### src/rtl/alu_pkg.sv
// alu_pkg: shared constants for the ALU issue slice.
//   - ALU op encodings driven on alu_op
//   - RV64I major opcodes recognised by the decoder
//   - issue FSM state encoding
package alu_pkg;

    localparam logic [3:0] ALU_AND = 4'b0000;
    localparam logic [3:0] ALU_OR  = 4'b0001;
    localparam logic [3:0] ALU_ADD = 4'b0010;
    localparam logic [3:0] ALU_SUB = 4'b0110;
    localparam logic [3:0] ALU_SLT = 4'b0111;  // unsigned in1 < in2
    localparam logic [3:0] ALU_NOR = 4'b1100;

    localparam logic [6:0] OPC_OPIMM  = 7'b0010011;
    localparam logic [6:0] OPC_OP     = 7'b0110011;
    localparam logic [6:0] OPC_BRANCH = 7'b1100011;

    // Branch outcome source
    localparam logic [1:0] BR_Z   = 2'd0;  // taken = zflag
    localparam logic [1:0] BR_NZ  = 2'd1;  // taken = ~zflag
    localparam logic [1:0] BR_LT  = 2'd2;  // taken = out[0]
    localparam logic [1:0] BR_NLT = 2'd3;  // taken = ~out[0]

    typedef enum logic [2:0] {
        S_IDLE = 3'd0,
        S_P1   = 3'd1,
        S_P2   = 3'd2,
        S_P3   = 3'd3,
        S_RESP = 3'd4
    } state_t;

endpackage

### src/rtl/alu_issue_decode.sv
// alu_issue_decode: combinational RV64I field decode for the ALU issue FSM.
//   in : opcode[6:0], funct3[2:0], funct7_5
//   out: illegal   - unsupported encoding, skip straight to response
//        is_xor    - three-pass XOR sequence (AND, NOR, NOR)
//        use_imm   - second operand from imm instead of rs2
//        sflip     - signed compare: invert bit 63 of both operands
//        is_branch - result is a taken flag, data result is 0
//        br_sel    - which flag forms the branch outcome
//        op        - ALU op for single-pass instructions
module alu_issue_decode
    import alu_pkg::*;
(
    input  logic [6:0] opcode,
    input  logic [2:0] funct3,
    input  logic       funct7_5,
    output logic       illegal,
    output logic       is_xor,
    output logic       use_imm,
    output logic       sflip,
    output logic       is_branch,
    output logic [1:0] br_sel,
    output logic [3:0] op
);

    always_comb begin
        illegal   = 1'b0;
        is_xor    = 1'b0;
        use_imm   = 1'b0;
        sflip     = 1'b0;
        is_branch = 1'b0;
        br_sel    = BR_Z;
        op        = ALU_AND;
        case (opcode)
            OPC_OPIMM, OPC_OP: begin
                use_imm = (opcode == OPC_OPIMM);
                case (funct3)
                    3'b000:  op = (opcode == OPC_OP && funct7_5) ? ALU_SUB : ALU_ADD;
                    3'b010:  begin op = ALU_SLT; sflip = 1'b1; end
                    3'b011:  op = ALU_SLT;
                    3'b100:  is_xor = 1'b1;
                    3'b110:  op = ALU_OR;
                    3'b111:  op = ALU_AND;
                    default: illegal = 1'b1;  // shifts not supported
                endcase
                // funct7_5 only selects SUB; on OP it is otherwise reserved
                if (opcode == OPC_OP && funct7_5 && funct3 != 3'b000)
                    illegal = 1'b1;
            end
            OPC_BRANCH: begin
                is_branch = 1'b1;
                case (funct3)
                    3'b000:  begin op = ALU_SUB; br_sel = BR_Z;   end
                    3'b001:  begin op = ALU_SUB; br_sel = BR_NZ;  end
                    3'b100:  begin op = ALU_SLT; br_sel = BR_LT;  sflip = 1'b1; end
                    3'b101:  begin op = ALU_SLT; br_sel = BR_NLT; sflip = 1'b1; end
                    3'b110:  begin op = ALU_SLT; br_sel = BR_LT;  end
                    3'b111:  begin op = ALU_SLT; br_sel = BR_NLT; end
                    default: illegal = 1'b1;
                endcase
            end
            default: illegal = 1'b1;
        endcase
    end

endmodule

### src/rtl/alu_issue.sv
// alu_issue: sequences RV64I integer ops onto an external 64-bit ALU that
// only knows AND/OR/ADD/SUB/SLT/NOR. XOR is built from three passes, signed
// compares by flipping operand MSBs.
//   clk, rst_n                 - clock, async active-low reset
//   req_valid/req_ready        - request handshake (ready only in IDLE)
//   opcode, funct3, funct7_5   - instruction fields
//   rs1_val, rs2_val, imm      - operands (imm already sign-extended)
//   alu_in1, alu_in2, alu_op   - to external ALU
//   alu_out, alu_zflag         - from external ALU, same cycle
//   rsp_valid/rsp_ready        - response handshake
//   rsp_result, rsp_taken, rsp_illegal - response payload
module alu_issue
    import alu_pkg::*;
(
    input  logic        clk,
    input  logic        rst_n,
    input  logic        req_valid,
    output logic        req_ready,
    input  logic [6:0]  opcode,
    input  logic [2:0]  funct3,
    input  logic        funct7_5,
    input  logic [63:0] rs1_val,
    input  logic [63:0] rs2_val,
    input  logic [63:0] imm,
    output logic [63:0] alu_in1,
    output logic [63:0] alu_in2,
    output logic [3:0]  alu_op,
    input  logic [63:0] alu_out,
    input  logic        alu_zflag,
    output logic        rsp_valid,
    input  logic        rsp_ready,
    output logic [63:0] rsp_result,
    output logic        rsp_taken,
    output logic        rsp_illegal
);

    state_t      state;
    logic [63:0] a_q, b_q, t1_q, t2_q;
    logic        xor_q, br_q;
    logic [1:0]  brsel_q;
    logic [3:0]  op_q;

    logic        d_illegal, d_xor, d_imm, d_sflip, d_branch;
    logic [1:0]  d_brsel;
    logic [3:0]  d_op;
    logic [63:0] flip;

    alu_issue_decode u_dec (
        .opcode    (opcode),
        .funct3    (funct3),
        .funct7_5  (funct7_5),
        .illegal   (d_illegal),
        .is_xor    (d_xor),
        .use_imm   (d_imm),
        .sflip     (d_sflip),
        .is_branch (d_branch),
        .br_sel    (d_brsel),
        .op        (d_op)
    );

    // Signed compare folded into operand capture so the ALU always sees an
    // unsigned SLT.
    assign flip      = {d_sflip, 63'd0};
    assign req_ready = (state == S_IDLE);
    assign rsp_valid = (state == S_RESP);

    always_comb begin
        alu_op  = ALU_AND;
        alu_in1 = '0;
        alu_in2 = '0;
        case (state)
            S_P1: begin alu_op = xor_q ? ALU_AND : op_q; alu_in1 = a_q;  alu_in2 = b_q;  end
            S_P2: begin alu_op = ALU_NOR;                alu_in1 = a_q;  alu_in2 = b_q;  end
            S_P3: begin alu_op = ALU_NOR;                alu_in1 = t1_q; alu_in2 = t2_q; end
            default: ;
        endcase
    end

    always_ff @(posedge clk or negedge rst_n) begin
        if (!rst_n) begin
            state       <= S_IDLE;
            a_q         <= '0;
            b_q         <= '0;
            t1_q        <= '0;
            t2_q        <= '0;
            xor_q       <= 1'b0;
            br_q        <= 1'b0;
            brsel_q     <= BR_Z;
            op_q        <= ALU_AND;
            rsp_result  <= '0;
            rsp_taken   <= 1'b0;
            rsp_illegal <= 1'b0;
        end else begin
            case (state)
                S_IDLE: if (req_valid) begin
                    if (d_illegal) begin
                        rsp_result  <= '0;
                        rsp_taken   <= 1'b0;
                        rsp_illegal <= 1'b1;
                        state       <= S_RESP;
                    end else begin
                        a_q         <= rs1_val ^ flip;
                        b_q         <= (d_imm ? imm : rs2_val) ^ flip;
                        xor_q       <= d_xor;
                        br_q        <= d_branch;
                        brsel_q     <= d_brsel;
                        op_q        <= d_op;
                        rsp_illegal <= 1'b0;
                        state       <= S_P1;
                    end
                end
                S_P1: begin
                    if (xor_q) begin
                        t1_q  <= alu_out;
                        state <= S_P2;
                    end else begin
                        if (br_q) begin
                            rsp_result <= '0;
                            case (brsel_q)
                                BR_Z:    rsp_taken <= alu_zflag;
                                BR_NZ:   rsp_taken <= ~alu_zflag;
                                BR_LT:   rsp_taken <= alu_out[0];
                                default: rsp_taken <= ~alu_out[0];
                            endcase
                        end else begin
                            rsp_result <= alu_out;
                            rsp_taken  <= 1'b0;
                        end
                        state <= S_RESP;
                    end
                end
                S_P2: begin
                    t2_q  <= alu_out;
                    state <= S_P3;
                end
                S_P3: begin
                    rsp_result <= alu_out;
                    rsp_taken  <= 1'b0;
                    state      <= S_RESP;
                end
                S_RESP: if (rsp_ready) state <= S_IDLE;
                default: state <= S_IDLE;
            endcase
        end
    end

endmodule

### config.mk
export PLATFORM = sky130hd
export DESIGN_NAME = alu_issue
export DESIGN_NICKNAME = d
export VERILOG_FILES = /design/src/rtl/alu_pkg.sv /design/src/rtl/alu_issue_decode.sv /design/src/rtl/alu_issue.sv
export SDC_FILE = /design/constraint.sdc
export NUM_CORES = 1
export LEC_CHECK = 0
export ABC_CLOCK_PERIOD_IN_PS = 5850
export CORE_AREA = 3 3 184 186
export CTS_BUF_LIST = sky130_fd_sc_hd__clkbuf_8 sky130_fd_sc_hd__clkbuf_16
export DETAILED_ROUTE_END_ITERATION = 12
export DIE_AREA = 0 0 187 189
export GPL_ROUTABILITY_DRIVEN = 0
export PLACE_DENSITY = 0.84
export SLEW_MARGIN = 20
export SYNTH_ARGS = -nofsm -noshare
export SYNTH_HDL_FRONTEND = slang
export SYNTH_SLANG_ARGS = --single-unit
### constraint.sdc
create_clock -name clk -period 5.85 [get_ports clk]
set_clock_uncertainty 0.05 [all_clocks]
set_input_delay 1.4625 -clock clk [delete_from_list [all_inputs] [get_ports clk]]
set_output_delay 1.4625 -clock clk [all_outputs]
set_load 0.05 [all_outputs]
## Word-level counts from Yosys, hierarchy flattened

Index checks and enable logic that the tools add are counted.
Widths: inputs -> output; s select.

- $add $sub $neg: 0
- Multiply operators: 0
- Div/mod/pow operators: 0
- Magnitude comparators: 0
- Equal/unequal tests: 20
- Shift-type cells: 0
- Muxes and demuxes: 39
- Bitwise operators: 5
- Reduce and logical (&&, ||, !) cells: 23

Operator list:

| operator | count |
|---|---|
| $mux 64 | 5 |
| $pmux 64 s2 | 2 |
| $pmux 64 s3 | 1 |
| $xor 64x64->64 | 2 |
| $pmux 4 s2 | 2 |
| $reduce_or 2->1 | 8 |
| $eq 3x3->1 const B | 5 |
| $mux 3 | 5 |
| $pmux 3 s5 | 1 |
| $mux 1 | 14 |
| $eq 3x2->1 const B | 4 |
| $pmux 4 s3 | 1 |
| $reduce_or 6->1 | 2 |
| $eq 7x5->1 const B | 1 |
| $eq 7x6->1 const B | 1 |
| $eq 7x7->1 const B | 1 |
| $eq 3x1->1 const B | 2 |
| $logic_not 3->1 | 2 |
| $pmux 1 s3 | 2 |
| $pmux 2 s3 | 1 |
| $pmux 3 s2 | 1 |
| $reduce_and 2->1 | 3 |
| $reduce_bool 3->1 | 2 |
| $mux 4 | 1 |
| 12 further kinds | 18 |

- Register bits: 333
- Latch bits: 0
- RAM bits: 0
- Bits in read-only memories: 0
- Output and inout port bits: 200
- Word-level logic and storage cells: 99
- Memories: 0

## Logic depth before layout (Yosys ltp)

- Depth after elaboration: 8
- Depth in mapped cells: 9

## By module

From an unflattened synthesis, not the netlist that was laid out.

- Cell total of the unflattened synthesis: 1211
- Area total of the unflattened synthesis: 14781.7 µm²

Modules (own cells, without submodules):

| module | instances | cells each | area an instance (µm²) | sequential area each (µm²) |
|---|---|---|---|---|
| alu_issue | 1 | 1186 | 14607.8 | 8333.0 |
| alu_issue_decode | 1 | 25 | 173.9 | 0.0 |

## Worst setup path before layout

OpenSTA, ideal clock, no wires.

- Path type: register to output
- Start point: register state[1]
- End point: output port alu_in2[43]
- Arrival: 2.482 ns
- Data required time: 4.338 ns
- Path slack: 1.856 ns
- Stages on the path, launching flop included: 8
- Buffers on the path: 3
- Path through: dfrtp_1 > buf_4 > inv_1 > nor2_1 > and2_1 > clkbuf_1 > clkbuf_1 > a22o_1

- Word-level cells in the longest chain between the ends: 3
- Elaborated cells between the ends (all ways): 5
- Classes of those cells: eq/ne: 3; mux: 1; reduce/logical: 1

Ends and longest elaborated chain:

| what | RTL line | RTL |
|---|---|---|
| start: declaration | alu_issue.sv:37 | `state_t state;` |
| start signal: assignment | alu_issue.sv:81 | `state <= S_IDLE;` |
| start signal: assignment | alu_issue.sv:100 | `state <= S_RESP;` |
| start signal: assignment | alu_issue.sv:109 | `state <= S_P1;` |
| $eq 3x1->1 or $eq 3x2->1 (tied branches) | alu_issue.sv:71 | `case (state)` |
| $reduce_or 2->1 (no source line) | n/a |  |
| $pmux 64 s2 * | alu_issue.sv:71 |  |
| end: declaration | alu_issue.sv:26 | `output logic [63:0] alu_in2,` |

Every way passes the cells marked *; elsewhere a longest branch is shown, timed or not.

## Final worst setup path

- Start point: register state[1]
- End point: output port alu_in1[27]

- Word-level cells in the longest chain between the ends: 3
- Elaborated cells between the ends (all ways): 5
- Classes of those cells: eq/ne: 3; mux: 1; reduce/logical: 1

Ends and longest elaborated chain:

| what | RTL line | RTL |
|---|---|---|
| $eq 3x1->1 or $eq 3x2->1 (tied branches) | alu_issue.sv:71 |  |
| $reduce_or 2->1 (no source line) | n/a |  |
| $pmux 64 s2 * | alu_issue.sv:71 |  |
| end: declaration | alu_issue.sv:25 | `output logic [63:0] alu_in1,` |

Marks and branches as above.

==> flow_summary_export.csv <==
group,metric,value,unit
clocking,clk_pin_slew,0.06,ns
cells_and_area,fillers,2445,
logic_synthesis,ys.flop_type,"dfrtp_1",
worst_hold_path,worstHoldPathCells,2,
worst_setup_path,setup.worst_path.class,"reg2out",
global_routing,gr-total-overflow,0,
floorplan,die_height,189,um
floorplan,fp-row-count,66,
cells_and_area,multiInputGateArea,5540,um2
power_and_ir_drop,leakage,0.00913,uW
clocking,htreeDepth,2,
logic_synthesis,netlist_area,14300,um2
detailed_routing,drc,0,
global_routing,grt_usage,24.8,%
detailed_routing,drt_first_pass_iters,4,
cells_and_area,finish.net_count,1787,
clocking,cts_buffers,35,
detailed_routing,vias_per_cell,5.53,
logic_synthesis,syn_area_per_cell,13.2,um2
sta,drv_slew,0,
clocking,clk_latency,0.50,ns
logic_synthesis,yosysWarningCount,0,
detailed_routing,vias,11000,
cells_and_area,area.sequential,8310,um2
sta,setup-violations-final,0,
power_and_ir_drop,p_per_area,250,nW/um2
detailed_routing,wl_per_cell,22.5,um
logic_synthesis,async_flop_share,100,%
worst_setup_path,cp-end-kind,"primary output",
status,outcome,"complete, no violations",
worst_setup_path,required,4.34,ns
floorplan,initial_core_util,44.0,%
sta,tightest_slew,0.915,ns
floorplan,die_area,35300,um2
global_routing,grt_max_degree,113,
global_routing,grt_pass1_wl,68900,um
sta,hold-worst-slack,0.422,ns
clocking,cts_tree,"built",
sta,post-route-period-util,84.1,%
place,numPortBuffers,471,
global_routing,grt_pass1_vias,11600,
logic_synthesis,synthCells,1079,
worst_setup_path,cp_data_arrival_time,3.41,ns
clocking,clock_sinks,332,
sta,timing.setup.tns,0,ns
cells_and_area,drive_above_1_share,18.1,%
sta,timing.fmax,0.203,GHz
cells_and_area,syn_to_final_growth,43.3,%
place,dp_hpwl,30900,um
worst_hold_path,min_path_type,"reg2reg",
detailed_routing,wl,44700,um
sta,rsz0062_at_grt,"false",
worst_setup_path,cp_slowest_cell,"clkdlybuf4s50_1",
floorplan,die_x,187,um
worst_setup_path,rrSetupSlack,3.37,ns
detailed_routing,ant_nets,0,
clocking,cts.hold.buffers_added,0,
sta,finalHoldViolations,0,
logic_synthesis,synth_top_area_share,58.2,%
global_routing,antenna_found_initial,4,
logic_synthesis,synth_cell_type_count,37,
worst_setup_path,crit_path_max_incr_delay,0.80,ns
clocking,post_cts_resize_count,0,
floorplan,core-area,32500,um2
flow_run,cap_viol_max_count,0,
logic_synthesis,yosysMostFrequentCell,"dfrtp_1",
logic_synthesis,synth-edff-count,0,
logic_synthesis,synthTopCellsByArea,"dfrtp_1 (58%), mux2_2 (15%), a22o_1 (12%), mux2i_1 (4.6%), o21ai_0 (2.5%)",
floorplan,pin_count,472,
logic_synthesis,synth_commonest_cells,"dfrtp_1 (332), a22o_1 (193), mux2_2 (191)",
logic_synthesis,synth-seq-area-share,58.2,%
logic_synthesis,synth_area_leader_cell,"dfrtp_1",
worst_setup_path,crit_path_start_kind,"flip-flop",
worst_setup_path,reg2regPathDepth,5,
clocking,clockRootBuffer,"clkbuf_16",
logic_synthesis,synthesis.nets,1351,
worst_setup_path,cp_max_fo,53,
sta,slew_headroom,39.0,%
clocking,clockBufferDepth,3,
worst_setup_path,crit_chain,"inv_1 -> nor2_1 -> and2_4 -> buf_4 -> a22o_1 -> clkdlybuf4s50_1",
logic_synthesis,yosys_register_bits,332,
power_and_ir_drop,peakVddDrop,216,uV
detailed_routing,detail_route.iter0.violations,591,
sta,layout_min_cycle_time,4.92,ns
clocking,post-cts-setup-buffer-count,0,
[final timing paths]
path                               start              to
worst max-delay path            state[1]     alu_in1[27]
min in group asynchronous          rst_n         a_q[45]
worst min-delay path             op_q[1]         op_q[1]
worst min register to register   op_q[1]         op_q[1]
worst max register to register  state[0]  rsp_result[33]
max in group asynchronous          rst_n        t1_q[53]
[flip-flops by register name (all words and copies together) (netlist names)]
name / flops
a_q: 64
b_q: 64
rsp_result: 64
t1_q: 64
t2_q: 64
op_q: 3
state: 3
brsel_q: 2
br_q: 1
rsp_illegal: 1
rsp_taken: 1
xor_q: 1
[final cells by class]
cell class	count	share of cell area [%]
clock inverters	14	0.337
inverters	6	0.110
multi-input cells	652	27.1
repair buffers	488	23.9
well taps	442	2.71
clock buffers	47	5.20
diodes	1	0.0122
flip-flops and latches	332	40.6
[routing by layer]
layer | global-route usage, % | routed length, um | share of wire [%]
met3 | 6.83 | 3670 | 8.2
met4 | 9.13 | 1780 | 4.0
met1 | 29.7 | 17000 | 38
met5 | 0 | 23 | 0.051
met2 | 42.9 | 22300 | 50
[layout by cell type (no fill, tap or decap), drive strengths merged, types with 3 or more instances in the layout]
master         synthesis  final
xnor2                  3      3
buf                   45     18
nand2                 76     76
mux2i                 65     65
a21oi                  3      3
clkdlybuf4s50          0    470
dfrtp                332    332
o21ai                 71     71
a22o                 193    193
nand3                  3      3
nor2                  13     13
and2                   4      4
clkinv                 0     10
mux2                 191    191
nor3                   8      8
clkbuf                44     47
nand2b                 3      3
a31oi                  3      3
inv                    6      9
[critical path: cells and delay by family, from the launching register on]
| family | cells | cell delay, ns |
|---|---|---|
| compound gates | 1 | 0.20 |
| buf+inv | 3 | 1.38 |
| flops | 1 | 0.53 |
| simple gates | 2 | 0.75 |
[power by group]
part           internal (uW)  leakage (uW)  switching [uW]
sequential              2410       0.00458            68.8
combinational            256       0.00396             210
clock                   1270      0.000583             903
[cell families (layout without fill, tap and decap cells)]
family	Yosys count	in the layout	share of synthesized area, %
simple gates	115	115	3.54
buf+inv	95	555	3.30
other cells	0	1	0
flops	332	332	58.2
compound gates	277	277	15.0
xor+xnor	4	4	0.246
mux	256	256	19.6
[through the flow]
step | setup slack (ns) | util, % | area [um2] | instances | power, uW
4_1_cts | 0.876 | 63.0 | 20400 | 1981 | 5170
3_3_place_gp | 1.36 | 59.5 | 19300 | 1920 | 2970
2_1_floorplan | 1.86 | - | 14300 | 1079 | 2660
5_1_grt | 0.735 | 63.0 | 20400 | 1982 | 5310
3_5_place_dp | 1.29 | 59.5 | 19300 | 1920 | 2980
6_report | 0.930 | 63.0 | 20400 | 1982 | 5120
Power figures use the tool's default switching activity.
